--- config.mk ---
export PLATFORM = sky130hd
export DESIGN_NAME = fft_sample_buffer
export DESIGN_NICKNAME = d
export VERILOG_FILES = /design/src/rtl/fft_sample_buffer.sv
export SDC_FILE = /design/constraint.sdc
export NUM_CORES = 1
export LEC_CHECK = 0
export ABC_AREA = 1
export CAP_MARGIN = 20
export CORE_ASPECT_RATIO = 0.9
export CORE_MARGIN = 1
export CORE_UTILIZATION = 50
export CTS_CLUSTER_SIZE = 20
export DETAILED_ROUTE_END_ITERATION = 8
export PLACE_DENSITY_LB_ADDON = 0.3
export SLEW_MARGIN = 20
export SYNTH_ARGS = -nofsm -noshare
export SYNTH_HDL_FRONTEND = slang
export SYNTH_SLANG_ARGS = --single-unit
--- constraint.sdc ---
create_clock -name Clk -period 4 [get_ports Clk]
set_input_delay 0.6 -clock Clk [delete_from_list [all_inputs] [get_ports Clk]]
set_output_delay 0.6 -clock Clk [all_outputs]
set_load 0.005 [all_outputs]
--- src/rtl/fft_sample_buffer.sv ---
// fft_sample_buffer: ping-pong frame buffer that sits in front of the FFT core.
// Incoming samples fill one bank, optionally in bit-reversed address order.
// The other bank is owned by the reader through the FrameReady/FrameAck
// handshake and is read through a registered, one-cycle-latency port.
module fft_sample_buffer #(
   parameter int WIDTH  = 16,
   parameter int LOG2N  = 4,
   parameter int BITREV = 1
) (
   input  logic             Clk,
   input  logic             Reset,
   input  logic             Start,
   input  logic [WIDTH-1:0] SampleIn,
   input  logic             SampleValid,
   input  logic [LOG2N-1:0] RdAddr,
   output logic [WIDTH-1:0] RdData,
   output logic             FrameReady,
   input  logic             FrameAck,
   output logic             Armed,
   output logic             Overrun,
   output logic [7:0]       FrameCount
);

   localparam int N = 1 << LOG2N;

   typedef enum logic [1:0] {
      IDLE = 2'd0,
      FILL = 2'd1,
      HOLD = 2'd2
   } state_t;

   state_t           state;
   state_t           state_next;
   logic [LOG2N-1:0] wp;
   logic [LOG2N-1:0] wr_addr;
   logic             wr_sel;
   logic [WIDTH-1:0] mem [0:2*N-1];

   logic             arm;
   logic             do_write;
   logic             last_write;
   logic             do_swap;
   logic             drop;
   logic             ack_clear;

   function automatic logic [LOG2N-1:0] bitrev(input logic [LOG2N-1:0] a);
      logic [LOG2N-1:0] r;
      for (int i = 0; i < LOG2N; i++) begin
         r[i] = a[LOG2N-1-i];
      end
      return r;
   endfunction

   assign wr_addr = (BITREV != 0) ? bitrev(wp) : wp;

   // Writer state register; reset abandons any partial or pending frame.
   always_ff @(posedge Clk or negedge Reset) begin
      if (!Reset) begin
         state <= IDLE;
      end else begin
         state <= state_next;
      end
   end

   // Next writer state: a completed frame parks in HOLD only when the reader still owns its bank.
   always_comb begin
      state_next = state;
      case (state)
         IDLE: begin
            if (Start) begin
               state_next = FILL;
            end
         end
         FILL: begin
            if (last_write && !do_swap) begin
               state_next = HOLD;
            end
         end
         HOLD: begin
            if (FrameAck) begin
               state_next = FILL;
            end
         end
         default: state_next = IDLE;
      endcase
   end

   // Control strobes decoded from the state and the current-cycle inputs.
   always_comb begin
      arm        = 1'b0;
      do_write   = 1'b0;
      last_write = 1'b0;
      do_swap    = 1'b0;
      drop       = 1'b0;
      ack_clear  = 1'b0;
      case (state)
         IDLE: begin
            arm = Start;
         end
         FILL: begin
            do_write   = SampleValid;
            last_write = SampleValid && (wp == LOG2N'(N - 1));
            do_swap    = last_write && (!FrameReady || FrameAck);
         end
         HOLD: begin
            drop    = SampleValid;
            do_swap = FrameAck;
         end
         default: begin
            arm = 1'b0;
         end
      endcase
      ack_clear = FrameAck && FrameReady && !do_swap;
   end

   // Bank ownership, write pointer and handshake/status flags.
   always_ff @(posedge Clk or negedge Reset) begin
      if (!Reset) begin
         Armed      <= 1'b0;
         FrameReady <= 1'b0;
         Overrun    <= 1'b0;
         FrameCount <= 8'd0;
         wp         <= '0;
         wr_sel     <= 1'b0;
      end else begin
         if (arm) begin
            Armed <= 1'b1;
         end
         if (drop) begin
            Overrun <= 1'b1;
         end
         if (do_swap) begin
            wr_sel     <= ~wr_sel;
            wp         <= '0;
            FrameReady <= 1'b1;
            FrameCount <= FrameCount + 8'd1;
         end else begin
            if (do_write && !last_write) begin
               wp <= wp + LOG2N'(1);
            end
            if (ack_clear) begin
               FrameReady <= 1'b0;
            end
         end
      end
   end

   // Sample storage: both banks in one array, bank select is the top address bit.
   always_ff @(posedge Clk) begin
      if (do_write) begin
         mem[{wr_sel, wr_addr}] <= SampleIn;
      end
   end

   // Registered read from the reader-owned bank.
   always_ff @(posedge Clk or negedge Reset) begin
      if (!Reset) begin
         RdData <= '0;
      end else begin
         RdData <= mem[{~wr_sel, RdAddr}];
      end
   end

endmodule

==> results of run 1 <==
critical path: stages (launching register included):
cell and delay (ps):
sky130_fd_sc_hd__dfrtp_1 680, sky130_fd_sc_hd__inv_1 700, sky130_fd_sc_hd__nand3_1 400, sky130_fd_sc_hd__nor2_2 190, sky130_fd_sc_hd__buf_4 330
registers in the layout, indices dropped and copies added (netlist names):
name,cells
wp,4
Armed,1
RdData,16
state,2
wr_sel,1
FrameReady,1
FrameCount,8
mem,512
Overrun,1
synthesized netlist by cell type, drive strengths merged:
cell type  instances
nand2            748
edfxtp           512
nand3            401
buf               93
nor2              37
dfrtp             34
inv               24
clkbuf            16
o21ai             10
ha                 7
xor2               7
a21o               2
nand4              2
nor3               2
a21oi              1
nand3b             1
o21bai             1
o22ai              1
cells by family (layout without fill, tap and decap cells):
logic type,after synthesis,in the layout,share of synthesized area
AND/OR/NAND/NOR,1191,1191,0.224
XOR/XNOR,7,7,0.00275
adder cells (fa/ha/maj),7,7,0.00392
AO/OA/AOI/OAI,15,15,0.00392
flip-flops,546,546,0.727
buffers and inverters,133,239,0.0384
per-stage QoR:
step	setup slack, ps	hold slack [ps]	std cells	area (um2)	total power, mW
final	1350	110	2605	25100	13.0
after global routing	1180	174	2605	25100	13.4
after detailed placement	1340	448	2506	23400	8.16
after floorplan	1880	304	1899	22300	7.50
after CTS	1370	122	2605	25100	13.0
after global placement	1350	443	2504	23400	8.13
power breakdown:
group          internal [mW]  leakage [nW]  switching [mW]
sequential              6.49          5.02           0.194
combinational          0.463          3.50           0.903
clock                   2.83         0.835            2.08
metal layers:
metal | wire length (um) | share of wire
met4 | 1630 | 0.030
met2 | 24400 | 0.46
met5 | 0 | 0
met3 | 4500 | 0.084
met1 | 23100 | 0.43
layout make-up:
class	count	area, um2
timing repair buffer	116	1080
multi-input combinational	1220	5270
fill	3518	19000
clock inverter	26	224
sequential	546	16200
inverter	24	100
clock buffer	73	1470
tap	600	751
worst min path at each step:
stage	endpoint	startpoint	cells past startpoint	slack, ps
6_report	FrameCount[5]	Reset	1	110
5_1_grt	FrameCount[6]	Reset	1	170
4_1_cts	FrameCount[6]	Reset	1	120
3_5_place_dp	Overrun	Overrun	1	450
3_3_place_gp	Overrun	Overrun	1	440
2_1_floorplan	Armed	Reset	0	300
==> reports/qor.csv, run 1 <==
metric,value,unit
count of max-cap constraint violations,0,
library cells used by synthesis,30,
final wirelength,53.6,mm
violation count after the first detailed-routing iteration,1602,
CTS buffer count,54,
number of pins with negative max-slew slack in the final report,0,
number of cells upsized or downsized after cts,0,
Final Util,0.570,
FP Rows,73,
required time at the endpoint of the critical path,4270,ps
area added between synthesis and finish,12.5,%
master cell of the clock root buffer,sky130_fd_sc_hd__clkbuf_16,
maximum fanout along the worst path,21,
average size of a mapped cell,11.8,um2
post-detail-place hpwl,30.0,mm
met2 capacity usage during global routing,0.359,
vias per std cell,5.53,
Core ar.,44100,um2
maximum number of pins on one net before global-route repair,145,
most area-hungry cell type in the Yosys netlist,sky130_fd_sc_hd__edfxtp_1,
initial core utilization,0.506,
number of remaining DRC errors,0,
cell count after synthesis,1899,
worst setup path category,reg2reg,
relative slew slack,0.424,
number of antenna violations at the first check in global routing,1,
Clock Tree Buf Depth,3,
setup TNS,0,ps
number of cell instances on the worst register-to-register path,4,
count of state elements after synthesis,546,
power per cell area,516,nW/um2
Final nets,1994,
area share of the leading cell type in the synthesized netlist,0.688,
Synth area leaders,"sky130_fd_sc_hd__edfxtp_1, sky130_fd_sc_hd__nand2_1, sky130_fd_sc_hd__nand3_1",
TritonCTS clock tree,built,
floorplan die height,202,um
total grt overflow,0,
yosys synthesis warning count,0,
cell leakage power,9.35,nW
reg2reg end,mem[9][4],
wire length of the first global-routing pass,81.7,mm
most used routing layer,met2,
Setup crit end kind,flop,
post-route clock period utilization,0.663,
fraction of final layout cells sized beyond drive strength 1,0.0808,
clock latency on the worst-skew pair,600,ps
Critical Path Start,wr_sel,
sinks on the clock net,546,
met3 capacity usage during global routing,0.0352,
CP Launch Type,flop,
Chip Width,225,um
total number of vias,14400,
Post-CTS Setup Bufs,0,
final setup violation count,0,
number of top-level design ports,52,
first-pass iteration count of the detailed router,5,
kind of path behind the tightest hold check,in2async,
average detailed-routed wire length per instance,20.6,um
DIE AREA,45500,um2
global routing usage on met1,0.359,
net count after synthesis,1931,
shortest clock period the worst path allows after layout,2650,ps
critical path data arrival time,2920,ps
most frequent standard cell in the layout excluding fill and tap cells,sky130_fd_sc_hd__nand2_1,
Setup Skew,18.3,ps
Tightest Pin Transition,865,ps
Final Hold Viols,0,
total routing resource utilization after global routing,0.240,
"IR drop worst, VDD",0.304,mV
sequential-to-total area share from yosys stat,0.727,
outcome,completed,
hold_buf cts,0,
netlist area before placement,22300,um2
highest-count cells in the layout ignoring fill and taps,"sky130_fd_sc_hd__nand2_1, sky130_fd_sc_hd__edfxtp_1, sky130_fd_sc_hd__nand3_1",
f_max,0.377,GHz
count of antenna-violating nets left after detailed routing,0,
number of global-route vias before repair,13700,
end point of the critical path,mem[9][4],
flop2flop setup slack,1350,ps
global placement routability congestion,0.851,
ANT cells,0,
reg-to-reg startpoint,wr_sel,
clk slew on worst S/H paths,60,ps
number of I/O port buffers,51,
level count of the clock H-tree,2,
RSZ-0062 raised after global routing,false,
Note: power is estimated with default switching activity, not from simulation.
==> run 2: changes to the inputs <==
- clock period: 4 -> 2.2 ns (I/O delays scaled with it)
==> reports/qor.csv, run 2 (synthesized netlist as in run 1, its figures left out) <==
metric,value,unit,change
Clock Tree Buf Depth,3,,unchanged
reg-to-reg startpoint,state[1],,
power per cell area,929,nW/um2,+80%
switching power,5.93,mW,+87%
FP Rows,73,,unchanged
combinational share of power,0.117,,+0.012
number of I/O port buffers,51,,unchanged
CP Launch Type,flop,,
final setup violation count,0,,unchanged
DIE AREA,45500,um2,unchanged
hold_buf cts,1,,+1
shortest clock period the worst path allows after layout,1940,ps,
worst stage delay on the critical path,550,ps,-150 ps
standard cell with the maximum stage delay on the critical path,sky130_fd_sc_hd__clkdlybuf4s50_1,,
Post-Place Cells,2537,,+1.2%
register ranked first by flip-flop count,mem,,
global placement routability congestion,0.913,,+7.2%
relative slew slack,0.443,,+0.0197
cell leakage power,9.61,nW,+2.7%
Core ar.,44100,um2,unchanged
maximum number of pins on one net before global-route repair,68,,-53%
sinks on the clock net,546,,unchanged
total number of vias,14600,,+1.5%
internal power contribution,17.9,mW,+84%
clock latency on the worst-skew pair,580,ps,-20 ps
ANT cells,0,,unchanged
level count of the clock H-tree,2,,unchanged
number of cells upsized or downsized after cts,0,,unchanged
violation count after the first detailed-routing iteration,1580,,-1.4%
most frequent standard cell in the layout excluding fill and tap cells,sky130_fd_sc_hd__nand2_1,,
TritonCTS clock tree,built,,
final wirelength,56.4,mm,+5.3%
floorplan die height,202,um,unchanged
Layout fillers,3531,,+0.37%
Tightest Pin Transition,835,ps,-29.6 ps
fraction of final layout cells sized beyond drive strength 1,0.0972,,+0.0164
worst min-delay path endpoint,Armed,,
Worst Hold Launch,Start,,
Reg power frac,0.507,,-0.009
Chip Width,225,um,unchanged
highest-count cells in the layout ignoring fill and taps,"sky130_fd_sc_hd__nand2_1, sky130_fd_sc_hd__edfxtp_1, sky130_fd_sc_hd__nand3_1",,
wire length of the first global-routing pass,84.4,mm,+3.3%
Final Util,0.583,,+0.0133
Final nets,2025,,+1.6%
number of remaining DRC errors,0,,unchanged
setup TNS,0,ps,unchanged
worst setup path category,reg2out,,
required time at the endpoint of the critical path,1870,ps,-2400 ps
Switching Fraction,0.248,,+0.00330
number of antenna violations at the first check in global routing,0,,-1
RSZ-0062 raised after global routing,false,,
critical path data arrival time,1610,ps,-1310 ps
post-route non-filler standard cell count,2638,,+1.3%
Worst Hold Path Cells,2,,
maximum fanout along the worst path,7,,-67%
count of max-cap constraint violations,0,,unchanged
area added between synthesis and finish,15.1,%,
total routing resource utilization after global routing,0.252,,+0.0112
master cell of the clock root buffer,sky130_fd_sc_hd__clkbuf_16,,
cell class contributing the biggest share of worst-path delay,buffers and inverters,,
reg2reg end,mem[24][6],,
initial core utilization,0.506,,unchanged
post-route clock period utilization,0.881,,
Setup crit end kind,primary output,,
first-pass iteration count of the detailed router,5,,unchanged
total grt overflow,0,,unchanged
vias per std cell,5.54,,+0.28%
portion of total power attributed to the clock network,0.376,,-0.003
number of global-route vias before repair,14100,,+3.4%
number of buffer and inverter stages on the critical path,1,,-1
average detailed-routed wire length per instance,21.4,um,+3.9%
Final Hold Viols,0,,unchanged
number of top-level design ports,52,,unchanged
f_max,0.516,GHz,
CTS buffer count,53,,-1.9%
Pwr Total,23.9,mW,+84%
largest registers,"mem: 512 flops, RdData: 16 flops, FrameCount: 8 flops",,
number of cell instances on the worst register-to-register path,8,,+4
kind of path behind the tightest hold check,in2reg,,
post-detail-place hpwl,34.5,mm,+15%
number of pins with negative max-slew slack in the final report,0,,unchanged
"IR drop worst, VDD",0.707,mV,+130%
count of antenna-violating nets left after detailed routing,0,,unchanged
outcome,completed,,
Hold Worst Slack,386,ps,+277 ps
Setup Skew,21.7,ps,+3.35 ps
clk slew on worst S/H paths,60,ps,about the same
number of flip-flops under the largest register name,512,,unchanged
flop2flop setup slack,290,ps,-1060 ps
cells traversed along the worst timing path,clkdlybuf4s50_1,,
Post-CTS Setup Bufs,0,,unchanged
==> run 2: power by group through the flow <==
stage                     Clock, mW  Combinational (mW)  Sequential (mW)
after floorplan                   0                1.43             12.2
after global placement            0                2.73             12.3
after detailed placement          0                2.77             12.3
after CTS                      9.08                2.79             12.1
after global routing           9.47                3.05             12.1
final                          8.97                2.80             12.1
==> run 2: worst max path at each step <==
| stage | start | endpoint | slack [ps] | cells past startpoint |
|---|---|---|---|---|
| after floorplan | state[1] | mem[10][0] | 80 | 6 |
| after global placement | SampleValid | mem[2][9] | 120 | 7 |
| after detailed placement | SampleValid | mem[17][13] | 130 | 7 |
| after CTS | FrameCount[3] | FrameCount[3] | 250 | 1 |
| after global routing | state[1] | mem[5][9] | 120 | 8 |
| final | FrameCount[3] | FrameCount[3] | 260 | 1 |
==> run 2: metrics by stage <==
stage | area (um2) | setup WS [ps]
5_1_grt | 25700 | 119
3_3_place_gp | 24000 | 123
2_1_floorplan | 22300 | 83.1
6_report | 25700 | 262
4_1_cts | 25700 | 247
3_5_place_dp | 24000 | 125
==> run 2: cell type report <==
class | count | area, um2 | share of cell area
flip-flops and latches | 546 | 16200 | 0.631
multi-input cells | 1220 | 5270 | 0.205
repair buffers | 148 | 1630 | 0.0635
clock buffers | 72 | 1480 | 0.0576
well taps | 600 | 751 | 0.0292
clock inverters | 28 | 253 | 0.00983
inverters | 24 | 100 | 0.00389
==> run 2: layer usage <==
layer | global-route usage | part of all wire
met1 | 0.358 | 0.42
met3 | 0.0501 | 0.092
met4 | 0.0734 | 0.026
met5 | 0 | 0
met2 | 0.395 | 0.46
==> run 3: changes to the inputs <==
- RECOVER_POWER: default -> 25
==> reports/qor.csv, run 3 (synthesized netlist as in run 1, its figures left out) <==
metric,value,unit,change
critical path data arrival time,2250,ps,+640 ps
number of buffer and inverter stages on the critical path,2,,+1
initial core utilization,0.506,,unchanged
final setup violation count,0,,unchanged
fraction of final layout cells sized beyond drive strength 1,0.0957,,-0.00147
Worst Hold Launch,Start,,
Setup crit end kind,flop,,
DIE AREA,45500,um2,unchanged
violation count after the first detailed-routing iteration,1675,,+6.0%
area added between synthesis and finish,14.7,%,
largest registers,"mem: 512 flops, RdData: 16 flops, FrameCount: 8 flops",,
first-pass iteration count of the detailed router,5,,unchanged
Hold Worst Slack,385,ps,-1.64 ps
count of max-cap constraint violations,1,,+1
post-route clock period utilization,0.968,,+0.0873
Switching Fraction,0.249,,about the same
RSZ-0062 raised after global routing,false,,
maximum fanout along the worst path,32,,+25
most frequent standard cell in the layout excluding fill and tap cells,sky130_fd_sc_hd__nand2_1,,
Chip Width,225,um,unchanged
number of flip-flops under the largest register name,512,,unchanged
worst setup path category,in2reg,,
Post-Place Cells,2537,,unchanged
sinks on the clock net,546,,unchanged
outcome,finished with violations,,
internal power contribution,17.9,mW,-0.11%
CTS buffer count,53,,unchanged
reg-to-reg startpoint,state[1],,
Clock Tree Buf Depth,3,,unchanged
global placement routability congestion,0.913,,unchanged
Layout fillers,3545,,+0.40%
total number of vias,14600,,+0.062%
Setup Skew,16.6,ps,-5.07 ps
wire length of the first global-routing pass,84.4,mm,unchanged
cell leakage power,9.58,nW,-0.31%
number of pins with negative max-slew slack in the final report,33,,+33
final wirelength,56.5,mm,+0.12%
Reg power frac,0.508,,about the same
standard cell with the maximum stage delay on the critical path,sky130_fd_sc_hd__dlymetal6s4s_1,,
clock latency on the worst-skew pair,580,ps,about the same
switching power,5.93,mW,about the same
worst stage delay on the critical path,1350,ps,+800 ps
register ranked first by flip-flop count,mem,,
relative slew slack,-0.167,,-0.610
number of antenna violations at the first check in global routing,0,,unchanged
Worst Hold Path Cells,2,,unchanged
Core ar.,44100,um2,unchanged
Final Hold Viols,0,,unchanged
cell class contributing the biggest share of worst-path delay,buffers and inverters,,
maximum number of pins on one net before global-route repair,68,,unchanged
shortest clock period the worst path allows after layout,2130,ps,+192 ps
reg2reg end,mem[17][2],,
clk slew on worst S/H paths,60,ps,about the same
footprint of the multi-input gates,5270,um2,unchanged
average detailed-routed wire length per instance,21.4,um,+0.12%
CP Launch Type,input port,,
master cell of the clock root buffer,sky130_fd_sc_hd__clkbuf_16,,
f_max,0.469,GHz,-9.0%
number of top-level design ports,52,,unchanged
level count of the clock H-tree,2,,unchanged
highest-count cells in the layout ignoring fill and taps,"sky130_fd_sc_hd__nand2_1, sky130_fd_sc_hd__edfxtp_1, sky130_fd_sc_hd__nand3_1",,
number of cell instances on the worst register-to-register path,8,,unchanged
FP Rows,73,,unchanged
cells traversed along the worst timing path,"dlygate4sd3_1, dlymetal6s4s_1",,
Final nets,2025,,unchanged
setup TNS,0,ps,unchanged
total grt overflow,0,,unchanged
ANT cells,0,,unchanged
floorplan die height,202,um,unchanged
footprint of the flip-flops and latches,16200,um2,unchanged
Tightest Pin Transition,1750,ps,+915 ps
post-detail-place hpwl,34.5,mm,unchanged
post-route non-filler standard cell count,2638,,unchanged
number of global-route vias before repair,14100,,unchanged
number of cells upsized or downsized after cts,0,,unchanged
vias per std cell,5.55,,about the same
required time at the endpoint of the critical path,2320,ps,+450 ps
flop2flop setup slack,290,ps,about the same
combinational share of power,0.116,,about the same
Final Util,0.581,,-0.00227
portion of total power attributed to the clock network,0.376,,about the same
power per cell area,932,nW/um2,+0.31%
count of antenna-violating nets left after detailed routing,0,,unchanged
TritonCTS clock tree,built,,
worst min-delay path endpoint,Armed,,
number of I/O port buffers,51,,unchanged
total routing resource utilization after global routing,0.252,,unchanged
"IR drop worst, VDD",0.712,mV,+0.74%
number of remaining DRC errors,0,,unchanged
kind of path behind the tightest hold check,in2reg,,
failing checks,"capacitance limit, slew limit",,
-- run 3: cell types whose count changed in the layout (fill, tap and decap cells not counted), moves of 2 or more --
cell	delta
sky130_fd_sc_hd__buf_4	-6
sky130_fd_sc_hd__buf_12	-6
sky130_fd_sc_hd__clkbuf_2	+9
sky130_fd_sc_hd__clkdlybuf4s50_1	-10
sky130_fd_sc_hd__clkbuf_1	+2
sky130_fd_sc_hd__dlygate4sd3_1	+10
-- run 3: timing repair --
action	4_1_cts	5_1_grt
buffers inserted	0	0
hold endpoints to repair	34	0
hold buffers	1	0
-- run 3: cell type report --
class	instances	share of cell area
Inverter	24	0.00391
Clock buffer	72	0.0578
Tap cell	600	0.0293
Clock inverter	28	0.00987
Sequential cell	546	0.634
Timing Repair Buffer	148	0.0598
Multi-Input combinational cell	1220	0.206
-- run 3: per-layer routing --
metal | track usage | wire length [um]
met2 | 0.395 | 26300
met3 | 0.0501 | 5220
met1 | 0.358 | 23600
met5 | 0 | 0
met4 | 0.0734 | 1410
-- run 3: power by group through the flow --
| stage | sequential (mW) | combinational [mW] | clock [mW] |
|---|---|---|---|
| after floorplan | 12.2 | 1.43 | 0 |
| after global placement | 12.3 | 2.73 | 0 |
| after detailed placement | 12.3 | 2.77 | 0 |
| after CTS | 12.1 | 2.79 | 9.08 |
| after global routing | 12.1 | 3.02 | 9.47 |
| final | 12.1 | 2.77 | 8.98 |
-- run 3: how the worst max path moves through the flow --
stage	slack, ps	cells after the start	start	to
4_1_cts	250	1	FrameCount[3]	FrameCount[3]
3_3_place_gp	120	7	SampleValid	mem[2][9]
2_1_floorplan	80	6	state[1]	mem[10][0]
3_5_place_dp	130	7	SampleValid	mem[17][13]
6_report	70	2	SampleIn[2]	mem[30][2]
5_1_grt	100	2	SampleIn[2]	mem[30][2]
-- run 3: metrics by stage --
step | total power, mW | area, um2 | worst slack [ps]
after floorplan | 13.6 | 22300 | 83.1
after global placement | 15.0 | 24000 | 123
after detailed placement | 15.1 | 24000 | 125
after CTS | 24.0 | 25700 | 247
after global routing | 24.6 | 25600 | 101
final | 23.9 | 25600 | 70.0
